## src/rtl/uart_tx_arbiter.sv

```systemverilog
// uart_tx_arbiter: round-robin, packet-atomic sharing of one UART byte
// transmitter between NumReq requesters. Each packet is framed as
// SYNC, HDR({4'hC,id}), LEN, payload[LEN], CSUM (XOR of payload).
// A payload stall of TimeoutCycles free-slot cycles aborts the packet:
// the rest is zero-filled and the checksum is inverted.
module uart_tx_arbiter #(
  parameter int         NumReq        = 2,
  parameter logic [7:0] SyncByte      = 8'hA5,
  parameter int         TimeoutCycles = 65535
) (
  input  logic                   CLK,
  input  logic                   RST,
  input  logic [NumReq-1:0]      i_req,
  input  logic [NumReq-1:0][7:0] i_len,
  input  logic [NumReq-1:0]      i_valid,
  input  logic [NumReq-1:0][7:0] i_data,
  output logic [NumReq-1:0]      o_ack,
  output logic [NumReq-1:0]      o_grant,
  output logic                   o_uart_valid,
  output logic [7:0]             o_uart_frame,
  input  logic                   i_uart_ready,
  output logic                   o_busy,
  output logic                   o_abort
);

  localparam int IdxW = (NumReq > 1) ? $clog2(NumReq) : 1;
  localparam int ToW  = $clog2(TimeoutCycles + 1);
  localparam logic [ToW-1:0] ToMax = ToW'(TimeoutCycles);

  typedef enum logic [2:0] {
    IDLE, SYNC, HDR, LEN, PAYLOAD, CSUM, DONE
  } state_t;

  state_t               state, stateNxt;
  logic [IdxW-1:0]      rrPtr, rrPtrNxt;
  logic [IdxW-1:0]      gIdx, gIdxNxt;
  logic [IdxW-1:0]      winIdx, cIdx;
  logic                 winFound;
  logic [NumReq-1:0]    grantNxt;
  logic [7:0]           lenQ, lenNxt;
  logic [7:0]           acc, accNxt;
  logic [7:0]           payCnt, payCntNxt;
  logic [ToW-1:0]       toCnt, toCntNxt;
  logic                 aborted, abortedNxt, abortNxt;
  logic                 slotFree, haveByte, load, ackLoad;
  logic [7:0]           byteNxt;
  logic                 gValid;
  logic [7:0]           gData;

  // The slot can take a new byte when empty or being drained this cycle.
  assign slotFree = !o_uart_valid || i_uart_ready;
  assign gValid   = i_valid[gIdx];
  assign gData    = i_data[gIdx];
  assign load     = slotFree && haveByte;
  assign o_busy   = (state != IDLE) || o_uart_valid;

  // Round-robin search: first requester after the pointer, wrapping.
  always_comb begin
    winFound = 1'b0;
    winIdx   = '0;
    cIdx     = '0;
    for (int k = 0; k < NumReq; k++) begin
      cIdx = IdxW'((int'(rrPtr) + k + 1) % NumReq);
      if (!winFound && i_req[cIdx]) begin
        winFound = 1'b1;
        winIdx   = cIdx;
      end
    end
  end

  // Next state, next frame byte and per-packet bookkeeping.
  always_comb begin
    stateNxt   = state;
    rrPtrNxt   = rrPtr;
    gIdxNxt    = gIdx;
    grantNxt   = o_grant;
    lenNxt     = lenQ;
    accNxt     = acc;
    payCntNxt  = payCnt;
    toCntNxt   = toCnt;
    abortedNxt = aborted;
    abortNxt   = 1'b0;
    haveByte   = 1'b0;
    ackLoad    = 1'b0;
    byteNxt    = '0;
    case (state)
      IDLE: begin
        if (winFound) begin
          stateNxt   = SYNC;
          rrPtrNxt   = winIdx;
          gIdxNxt    = winIdx;
          grantNxt   = NumReq'(1) << winIdx;
          lenNxt     = i_len[winIdx];
          accNxt     = '0;
          payCntNxt  = '0;
          toCntNxt   = '0;
          abortedNxt = 1'b0;
        end
      end
      SYNC: begin
        haveByte = 1'b1;
        byteNxt  = SyncByte;
        if (slotFree) stateNxt = HDR;
      end
      HDR: begin
        haveByte = 1'b1;
        byteNxt  = {4'hC, 4'(gIdx)};
        if (slotFree) stateNxt = LEN;
      end
      LEN: begin
        haveByte = 1'b1;
        byteNxt  = lenQ;
        if (slotFree) stateNxt = (lenQ == 8'd0) ? CSUM : PAYLOAD;
      end
      PAYLOAD: begin
        // After an abort the rest of the payload is zero fill, never acked.
        haveByte = aborted || gValid;
        byteNxt  = aborted ? 8'h00 : gData;
        if (slotFree) begin
          if (haveByte) begin
            ackLoad   = !aborted;
            accNxt    = acc ^ byteNxt;
            payCntNxt = payCnt + 8'd1;
            toCntNxt  = '0;
            if (({1'b0, payCnt} + 9'd1) == {1'b0, lenQ}) stateNxt = CSUM;
          end else if (!aborted) begin
            // Stall timer only runs while the UART could have taken a byte.
            if (toCnt != ToMax) toCntNxt = toCnt + ToW'(1);
            if (({1'b0, toCnt} + (ToW+1)'(1)) == {1'b0, ToMax}) begin
              abortNxt   = 1'b1;
              abortedNxt = 1'b1;
            end
          end
        end
      end
      CSUM: begin
        haveByte = 1'b1;
        byteNxt  = aborted ? ~acc : acc;
        if (slotFree) stateNxt = DONE;
      end
      DONE: begin
        // Hold the grant until the checksum has left the slot.
        if (slotFree) begin
          grantNxt = '0;
          stateNxt = IDLE;
        end
      end
      default: stateNxt = IDLE;
    endcase
  end

  // Only the owner is acked, and only on a real (non-fill) payload load.
  for (genvar n = 0; n < NumReq; n++) begin : g_ack
    assign o_ack[n] = ackLoad && o_grant[n];
  end

  // FSM and packet context registers.
  always_ff @(posedge CLK or negedge RST) begin
    if (!RST) begin
      state   <= IDLE;
      rrPtr   <= IdxW'(NumReq - 1);
      gIdx    <= '0;
      o_grant <= '0;
      lenQ    <= '0;
      acc     <= '0;
      payCnt  <= '0;
      toCnt   <= '0;
      aborted <= 1'b0;
      o_abort <= 1'b0;
    end else begin
      state   <= stateNxt;
      rrPtr   <= rrPtrNxt;
      gIdx    <= gIdxNxt;
      o_grant <= grantNxt;
      lenQ    <= lenNxt;
      acc     <= accNxt;
      payCnt  <= payCntNxt;
      toCnt   <= toCntNxt;
      aborted <= abortedNxt;
      o_abort <= abortNxt;
    end
  end

  // Registered output slot: load on free slot, hold under back-pressure.
  always_ff @(posedge CLK or negedge RST) begin
    if (!RST) begin
      o_uart_valid <= 1'b0;
      o_uart_frame <= '0;
    end else if (load) begin
      o_uart_valid <= 1'b1;
      o_uart_frame <= byteNxt;
    end else if (i_uart_ready) begin
      o_uart_valid <= 1'b0;
    end
  end

endmodule

```

## config.mk

```make
export PLATFORM = sky130hd
export DESIGN_NAME = uart_tx_arbiter
export DESIGN_NICKNAME = d
export VERILOG_FILES = /design/src/rtl/uart_tx_arbiter.sv
export SDC_FILE = /design/constraint.sdc
export NUM_CORES = 1
export LEC_CHECK = 0
export ABC_AREA = 0
export CORE_MARGIN = 10
export CORE_UTILIZATION = 55
export DETAILED_ROUTE_END_ITERATION = 16
export GPL_ROUTABILITY_DRIVEN = 1
export PLACE_DENSITY_LB_ADDON = 0.08
export SYNTH_ARGS = -nofsm -noshare
export SYNTH_HDL_FRONTEND = slang
export SYNTH_SLANG_ARGS = --single-unit
```

## constraint.sdc

```tcl
create_clock -name CLK -period 4.8 [get_ports CLK]
set_clock_uncertainty 0.05 [all_clocks]
set_input_delay 0.96 -clock CLK [delete_from_list [all_inputs] [get_ports CLK]]
set_output_delay 0.96 -clock CLK [all_outputs]
set_load 0.005 [all_outputs]
```

==> results of run 1 <==
cell type report:
| cell class | instances | area share, % |
|---|---|---|
| timing repair buffer | 56 | 12.4 |
| inverter | 8 | 0.679 |
| tap | 77 | 2.18 |
| clock buffer | 13 | 4.05 |
| clock inverter | 3 | 1.02 |
| multi-input combinational | 311 | 46.8 |
| sequential | 58 | 32.8 |
where the power goes:
group	internal [mW]	switching (mW)
clock	0.296	0.205
sequential	0.621	0.202
combinational	0.452	0.472
total	1.37	0.879
logic make-up after synthesis:
kind of cell	count (synthesis)	share of synthesized area, %
AOI/OAI and AO/OA	131	24.3
xor gates and xnor gates	20	4.77
buffers and inverters	31	3.92
DFF	58	39.6
adders and majority gates	3	1.02
and+or+nand+nor	137	20.6
muxes	20	5.80
per-stage QoR:
stage                     area (µm²)  setup slack (ns)
after CTS                       4420             0.766
after global placement          4200             0.870
after detailed placement        4200             0.783
after floorplan                 3670              1.96
after global routing            4420             0.584
final                           4420             0.800
how the worst max path moves through the flow:
stage,slack [ns],cells after the start,endpoint,from
2_1_floorplan,1.96,5,o_ack[0],i_uart_ready
3_3_place_gp,0.87,6,o_ack[0],i_uart_ready
3_5_place_dp,0.78,6,o_ack[1],i_uart_ready
4_1_cts,0.77,6,o_ack[0],i_uart_ready
5_1_grt,0.58,6,o_ack[0],i_uart_ready
6_report,0.80,6,o_ack[0],i_uart_ready
flip-flops by register name, summed over array words and instances, names as in the netlist:
register / flops
state: 3
lenQ: 8
toCnt: 16
aborted: 1
acc: 8
o_grant: 2
gIdx: 1
o_abort: 1
rrPtr: 1
o_uart_valid: 1
payCnt: 8
o_uart_frame: 8
cell usage in the layout, fill, tap and decap left out, types with 4 or more instances in the layout:
cell / synthesis / final
xnor2_1: 14 / 14
nand4_1: 4 / 4
clkdlybuf4s50_1: 0 / 52
a21oi_1: 25 / 25
xor2_1: 6 / 6
o31ai_1: 10 / 10
a31oi_1: 7 / 7
nor4_1: 10 / 10
dfrtp_1: 57 / 57
nand3_1: 11 / 11
nand2_1: 37 / 37
and2_1: 4 / 4
or4_1: 8 / 8
a22oi_1: 4 / 4
inv_1: 8 / 8
o22ai_1: 8 / 8
clkbuf_8: 0 / 13
a22o_1: 11 / 11
nor2b_1: 8 / 8
mux2i_1: 10 / 10
nor2_1: 24 / 24
nor3_1: 9 / 9
or3_1: 4 / 4
a21o_1: 6 / 6
mux2_2: 10 / 10
o32ai_1: 6 / 6
o21ai_0: 28 / 28
per-layer routing:
layer	global-route usage, %	vias up	share of wire (%)
li1	-	1587	-
met1	25.6	1573	45
met2	30.6	87	47
met3	4.90	13	6.9
met4	8.58	0	1.5
met5	0	-	0
worst reg2reg max path, delay by kind of cell, from the launching register on:
family | cells | cell delay [ns]
AOI/OAI and AO/OA | 3 | 0.83
DFF | 1 | 0.64
and+or+nand+nor | 2 | 1.09
==> metrics.sh, run 1 <==
WIDTH_OF_THE_CHIP_UM=102
YOSYSSEQAREASHARE_PCT=39.6
REG_TO_REG_SLACK_SETUP_NS=2.11
NETLIST_TOP_CELLS_AREA='dfrtp_1, o21ai_0, nand2_1, a21oi_1, xnor2_1'
YS_DOMINANT_REG_CELL='dfrtp_1'
WORST_R2R_PATH_DEPTH=5
WORSTSKEWPAIRLATENCY_NS=0.35
HOLD-WORST-SLACK_NS=0.461
SYN-CELL-AREA_UM2=3670
SYNTH_MOST_COMMON_CELL='dfrtp_1'
ACTUAL_TRANSITION_AT_THE_WORST_MAX_TRANSITION_PIN_NS=0.737
SETUP-VIOLATIONS-FINAL=0
ROUTED_WIRE_LENGTH_PER_INSTANCE_UM=18.2
FIN_TNS_SETUP_NS=0
HOLD_PATH_END='o_uart_frame[4]'
FLOW.AREA_GROWTH_FROM_SYNTHESIS_PCT=20.6
CP_DATA_ARRIVAL_TIME_NS=2.99
CTS_ROOT_BUF='clkbuf_8'
WORST_SUPPLY_VOLTAGE_DROP_ON_VDD_mV=0.340
GLOBAL_ROUTE.USAGE.TOTAL_PCT=19.7
SYNTH.YOSYS.WARNINGS=0
WORST-PATH-MAX-FANOUT=9
AVGVIACOUNTPERCELL=6.20
ANTENNA_FOUND_INITIAL=0
POWER_PER_CELL_AREA_nW_PER_UM2=508
TIMING.RR.END='acc[3]'
CTS.PATH.MAX_BUFFERS=2
NUM_IO_PINS=54
DRC=0
TOTAL_GRT_OVERFLOW=0
FINAL-HOLD-VIOLATION-COUNT=0
DRT-PASS1-ITER-COUNT=4
WIRELENGTH_UM=9550
FIN_CRIT_NS=4.00
MAX_FREQ_GHz=0.250
FINISH.NET_COUNT=486
TIMING.CRITICAL_PATH.CELLS='clkdlybuf4s50_1 -> nand2b_1 -> nand2_1 -> nor3_1 -> and2_1 -> clkdlybuf4s50_1'
DESIGN_POWER_TOTAL_mW=2.25
CP_NUM_BUF_INV=2
SLOWEST_DELAY_NS=0.50
SYNTHESIS.AREA_PER_INSTANCE_UM2=9.17
DPL.HPWL_UM=6890
CRIT_TYPE='input port to output pin'
FINAL_MIN_PERIOD_OVER_CLOCK_PERIOD_PCT=83.3
AREA.SEQUENTIAL_UM2=1450
RELSLEWSLACK_PCT=50.8
FOOTPRINT_OF_THE_MULTI_INPUT_GATES_UM2=2070
INITIAL_CORE_UTIL_PCT=57.1
RESULT_OF_THE_RUN='complete, no violations'
CLASS_OF_THE_TIGHTEST_HOLD_OR_REMOVAL_CHECK='register to register'
HOLD_PATH_STARTPOINT='o_uart_frame[4]'
SYNTHESIS.NETS=442
SYNTH_EDF_COUNT=0
GRT_PASS1_WL_UM=16400
SINK_COUNT_OF_THE_CLOCK_TREE=58
FINAL_ANTENNA_NET_COUNT=0
KIND_OF_END_POINT_OF_THE_CRITICAL_PATH='output pin'
HOLDPATHSTAGES=1
ROUTE.VIAS.TOTAL=3260
INSTANCES_NO_FILL=526
MAXCAPVIOLCOUNT=0
CRIT_FAMILY='simple AND/OR/NAND/NOR gates'
CORE_AREA_UM2=6420
PLACEMENT.IO_BUFFERS=53
NFILLCELLS=496
SYNTH.DISTINCT_CELLS=64
NETLIST_TOP_CELLS_COUNT='dfrtp_1, nand2_1, o21ai_0'
HTREEDEPTH=3
DP_CELLS=510
YS_FF_LATCH=58
CRITICAL-PATH-TOP-CELL-BY-COUNT='clkdlybuf4s50_1'
ANTENNA-DIODE-COUNT=0
SYNTH.TOP_CELL.AREA_SHARE_PCT=38.9
REQUIRED_TIME_REPORTED_FOR_THE_CRITICAL_PATH_ENDPOINT_NS=3.79
CORE.ROWCOUNT=29
POST_CTS.RESIZED_INSTANCES=0
POSTSYNTHCELLCOUNT=400
CTS_SETUP_BUFFERS=0
GPL.FINAL_WEIGHTED_CONGESTION=0.865
POST-SYNTH-TOP-AREA-CELL='dfrtp_1'
CTS_TREE='done'
CLK_TRANSITION_REPORTED_PATHS_NS=0.07
RSZ0062_AT_GRT='no'
CTS_INSERTED_BUFFERS=9
WORST_SETUP_PATH_START_KIND='input port'
WORST_PATH_MAX_DELAY_CELL='clkdlybuf4s50_1'
NUMBER_OF_GLOBAL_ROUTE_VIAS_BEFORE_REPAIR=3351
CRITICAL_PATH.REG2REG.STARTPOINT='state[1]'
DRIVE_ABOVE_1_SHARE_PCT=10.7
MAXIMUM_NUMBER_OF_PINS_ON_ONE_NET_BEFORE_GLOBAL_ROUTE_REPAIR=59
ASYNCSETRESETFLOPFRACSYNTH_PCT=100
FLOORPLAN.DIE_AREA_UM2=10300
FINAL_CORE_UTIL_PCT=68.9
LEAKAGE_nW=1.74
TIMING.FINAL.MAX_SLEW_VIOLATIONS=0
DIE_HEIGHT_UM=102
CTS.HOLD.BUFFERS_ADDED=0
FIRST_ITER_VIOLATIONS=226
Power figures use the tool's default switching activity.
==> run 2: changes to the inputs <==
--- a/config.mk
+++ b/config.mk
@@ -7,7 +7,7 @@
 export LEC_CHECK = 0
 export ABC_AREA = 0
 export CORE_MARGIN = 10
-export CORE_UTILIZATION = 55
+export CORE_UTILIZATION = 50
 export DETAILED_ROUTE_END_ITERATION = 16
 export GPL_ROUTABILITY_DRIVEN = 1
 export PLACE_DENSITY_LB_ADDON = 0.08
==> constraint.sdc (replaced) <==
create_clock -name CLK -period 3.3 [get_ports CLK]
set_clock_uncertainty 0.05 [all_clocks]
set_input_delay 0.66 -clock CLK [delete_from_list [all_inputs] [get_ports CLK]]
set_output_delay 0.66 -clock CLK [all_outputs]
set_load 0.005 [all_outputs]
==> metrics.sh, run 2 (synthesis gave the netlist of run 1 again) <==
DRT-PASS1-ITER-COUNT=5  # +1
FLOORPLAN.DIE_AREA_UM2=11200  # +8.0%
CRIT_FAMILY='simple AND/OR/NAND/NOR gates'
TIMING.RR.END='toCnt[11]'
TIMING.FINAL.MAX_SLEW_VIOLATIONS=0  # unchanged
RESULT_OF_THE_RUN='complete, no violations'
WORST_SETUP_PATH_START_KIND='register'
DPL.HPWL_UM=7450  # +8.2%
FINAL_MIN_PERIOD_OVER_CLOCK_PERIOD_PCT=92.3
CORE_AREA_UM2=7180  # +12%
AVGVIACOUNTPERCELL=6.03  # -2.7%
NUM_IO_PINS=54  # unchanged
CP_DATA_ARRIVAL_TIME_NS=2.34  # -0.65 ns
ANTENNA-DIODE-COUNT=0  # unchanged
CP.DEPTH=5  # -1
CTS_INSERTED_BUFFERS=9  # unchanged
TIMING.CRITICAL_PATH.CELLS='nor3b_4 -> nand2_1 -> nor3_1 -> and2_1 -> clkdlybuf4s50_1'
FINAL-HOLD-VIOLATION-COUNT=0  # unchanged
CORE.ROWCOUNT=31  # +6.9%
MAXCAPVIOLCOUNT=0  # unchanged
INITIAL_CORE_UTIL_PCT=51.1  # -6.0 points
GLOBAL_ROUTE.USAGE.TOTAL_PCT=18.7  # -1.1 points
SETUP-VIOLATIONS-FINAL=0  # unchanged
CTS_ROOT_BUF='clkbuf_8'
ROUTED_WIRE_LENGTH_PER_INSTANCE_UM=18.4  # +1.2%
WORST_SETUP_PATH_STARTPOINT='state[0]'
CLK_TRANSITION_REPORTED_PATHS_NS=0.07  # about the same
KIND_OF_END_POINT_OF_THE_CRITICAL_PATH='output pin'
CTS_SETUP_BUFFERS=0  # unchanged
REQUIRED_TIME_REPORTED_FOR_THE_CRITICAL_PATH_ENDPOINT_NS=2.59  # -1.20 ns
RSZ0062_AT_GRT='no'
CTS.HOLD.BUFFERS_ADDED=0  # unchanged
ROUTE.VIAS.TOTAL=3352  # +2.8%
MAXIMUM_NUMBER_OF_PINS_ON_ONE_NET_BEFORE_GLOBAL_ROUTE_REPAIR=36  # -39%
PLACEMENT.IO_BUFFERS=53  # unchanged
HTREEDEPTH=3  # unchanged
DRC=0  # unchanged
WORST-PATH-MAX-FANOUT=13  # +4
TOTAL_GRT_OVERFLOW=0  # unchanged
DESIGN_POWER_TOTAL_mW=3.21  # +43%
GPL.FINAL_WEIGHTED_CONGESTION=0.845  # -2.3%
CRIT_TYPE='register to output pin'
FIRST_ITER_VIOLATIONS=179  # -21%
CP_NUM_BUF_INV=1  # -1
REG_TO_REG_SLACK_SETUP_NS=0.78  # -1.33 ns
ANTENNA_FOUND_INITIAL=0  # unchanged
MOSTFREQUENTLAYOUTCELL='dfrtp_1'
SINK_COUNT_OF_THE_CLOCK_TREE=58  # unchanged
ACTUAL_TRANSITION_AT_THE_WORST_MAX_TRANSITION_PIN_NS=0.713  # -0.0244 ns
FIN_TNS_SETUP_NS=0  # unchanged
WORST_R2R_PATH_DEPTH=6  # +1
FINISH.NET_COUNT=494  # +1.6%
CTS_TREE='done'
DIE_HEIGHT_UM=106  # +3.9%
CLASS_OF_THE_TIGHTEST_HOLD_OR_REMOVAL_CHECK='input port to asynchronous set/reset pin'
RELSLEWSLACK_PCT=52.5  # +1.6 points
WORST_SUPPLY_VOLTAGE_DROP_ON_VDD_mV=0.433  # +27%
WIRELENGTH_UM=10200  # +7.0%
WIDTH_OF_THE_CHIP_UM=106  # +3.9%
FINAL_ANTENNA_NET_COUNT=0  # unchanged
FINAL_CELL_MIX='dfrtp_1, clkdlybuf4s50_1, nand2_1'
CTS.PATH.MAX_BUFFERS=2  # unchanged
LARGEST-REGISTER='toCnt'
GRT_PASS1_WL_UM=17300  # +5.6%
FOOTPRINT_OF_THE_MULTI_INPUT_GATES_UM2=2070  # unchanged
DRIVE_ABOVE_1_SHARE_PCT=11.8  # +1.1 points
FLOW.AREA_GROWTH_FROM_SYNTHESIS_PCT=21.8
POST_CTS.RESIZED_INSTANCES=0  # unchanged
MAX_FREQ_GHz=0.328
LEAKAGE_nW=1.76  # +1.6%
FIN_CRIT_NS=3.05
NFILLCELLS=648  # +31%
WORSTSKEWPAIRLATENCY_NS=0.35  # about the same
SLOWEST_DELAY_NS=0.56  # +0.06 ns
WORST_PATH_MAX_DELAY_CELL='dfrtp_1'
CRIT_END='o_ack[0]'
CRITICAL_PATH.REG2REG.STARTPOINT='state[1]'
MAX_REG_FLOPS=16  # unchanged
NUMBER_OF_GLOBAL_ROUTE_VIAS_BEFORE_REPAIR=3452  # +3.0%
AREA.SEQUENTIAL_UM2=1450  # unchanged
POWER_PER_CELL_AREA_nW_PER_UM2=718  # +41%
==> run 2: changes by cell type in the layout (fill, tap and decap cells not counted) <==
cell	change
clkbuf_8	-1
buf_4	+8
clkinvlp_4	-2
clkinv_2	+2
bufinv_16	-1
clkbuf_1	+2
==> run 2: how the worst min path moves through the flow <==
stage	end	slack, ns	cells past startpoint
after floorplan	aborted	0.31	0
after global placement	o_uart_frame[6]	0.44	1
after detailed placement	o_uart_frame[6]	0.45	1
after CTS	lenQ[0]	0.24	1
after global routing	lenQ[0]	0.25	1
final	lenQ[0]	0.22	1
==> run 2: power breakdown <==
part | internal, mW | switching, mW
Sequential | 0.905 | 0.227
Clock | 0.332 | 0.279
Combinational | 0.698 | 0.767
Total | 1.94 | 1.27
==> run 2: per-stage QoR <==
stage | instance area [µm²] | cells | setup slack (ns) | util, % | hold slack, ns
6_report | 4470 | 556 | 0.255 | 62.3 | 0.224
5_1_grt | 4470 | 556 | 0.131 | 62.3 | 0.248
4_1_cts | 4470 | 556 | 0.219 | 62.3 | 0.235
3_5_place_dp | 4290 | 540 | 0.295 | 59.7 | 0.445
3_3_place_gp | 4290 | 540 | 0.272 | 59.7 | 0.440
2_1_floorplan | 3670 | 400 | 1.06 | - | 0.314
==> run 2: routing by layer <==
metal,up-vias,global-route usage [%],wire (µm)
li1,1607,-,-
met1,1650,22.5,4280
met2,84,32.8,5390
met3,11,4.14,436
met4,0,4.93,104
met5,-,0,0
==> run 2: final cells by class <==
class                           instances  share of cell area, %
Multi-Input combinational cell        311                   46.4
Sequential cell                        58                   32.5
Timing Repair Buffer                   64                   13.6
Clock buffer                           14                   3.86
Tap cell                               99                   2.77
Inverter                                8                  0.672
Clock inverter                          2                  0.224
==> run 2: worst reg2reg max path, cell delays in order, from the launching register on <==
cell,delay (ns)
dfrtp_1,0.41
buf_4,0.22
or3b_1,0.63
nor3_2,0.39
a32o_2,0.43
nor4_1,0.12
a2bb2oi_1,0.14
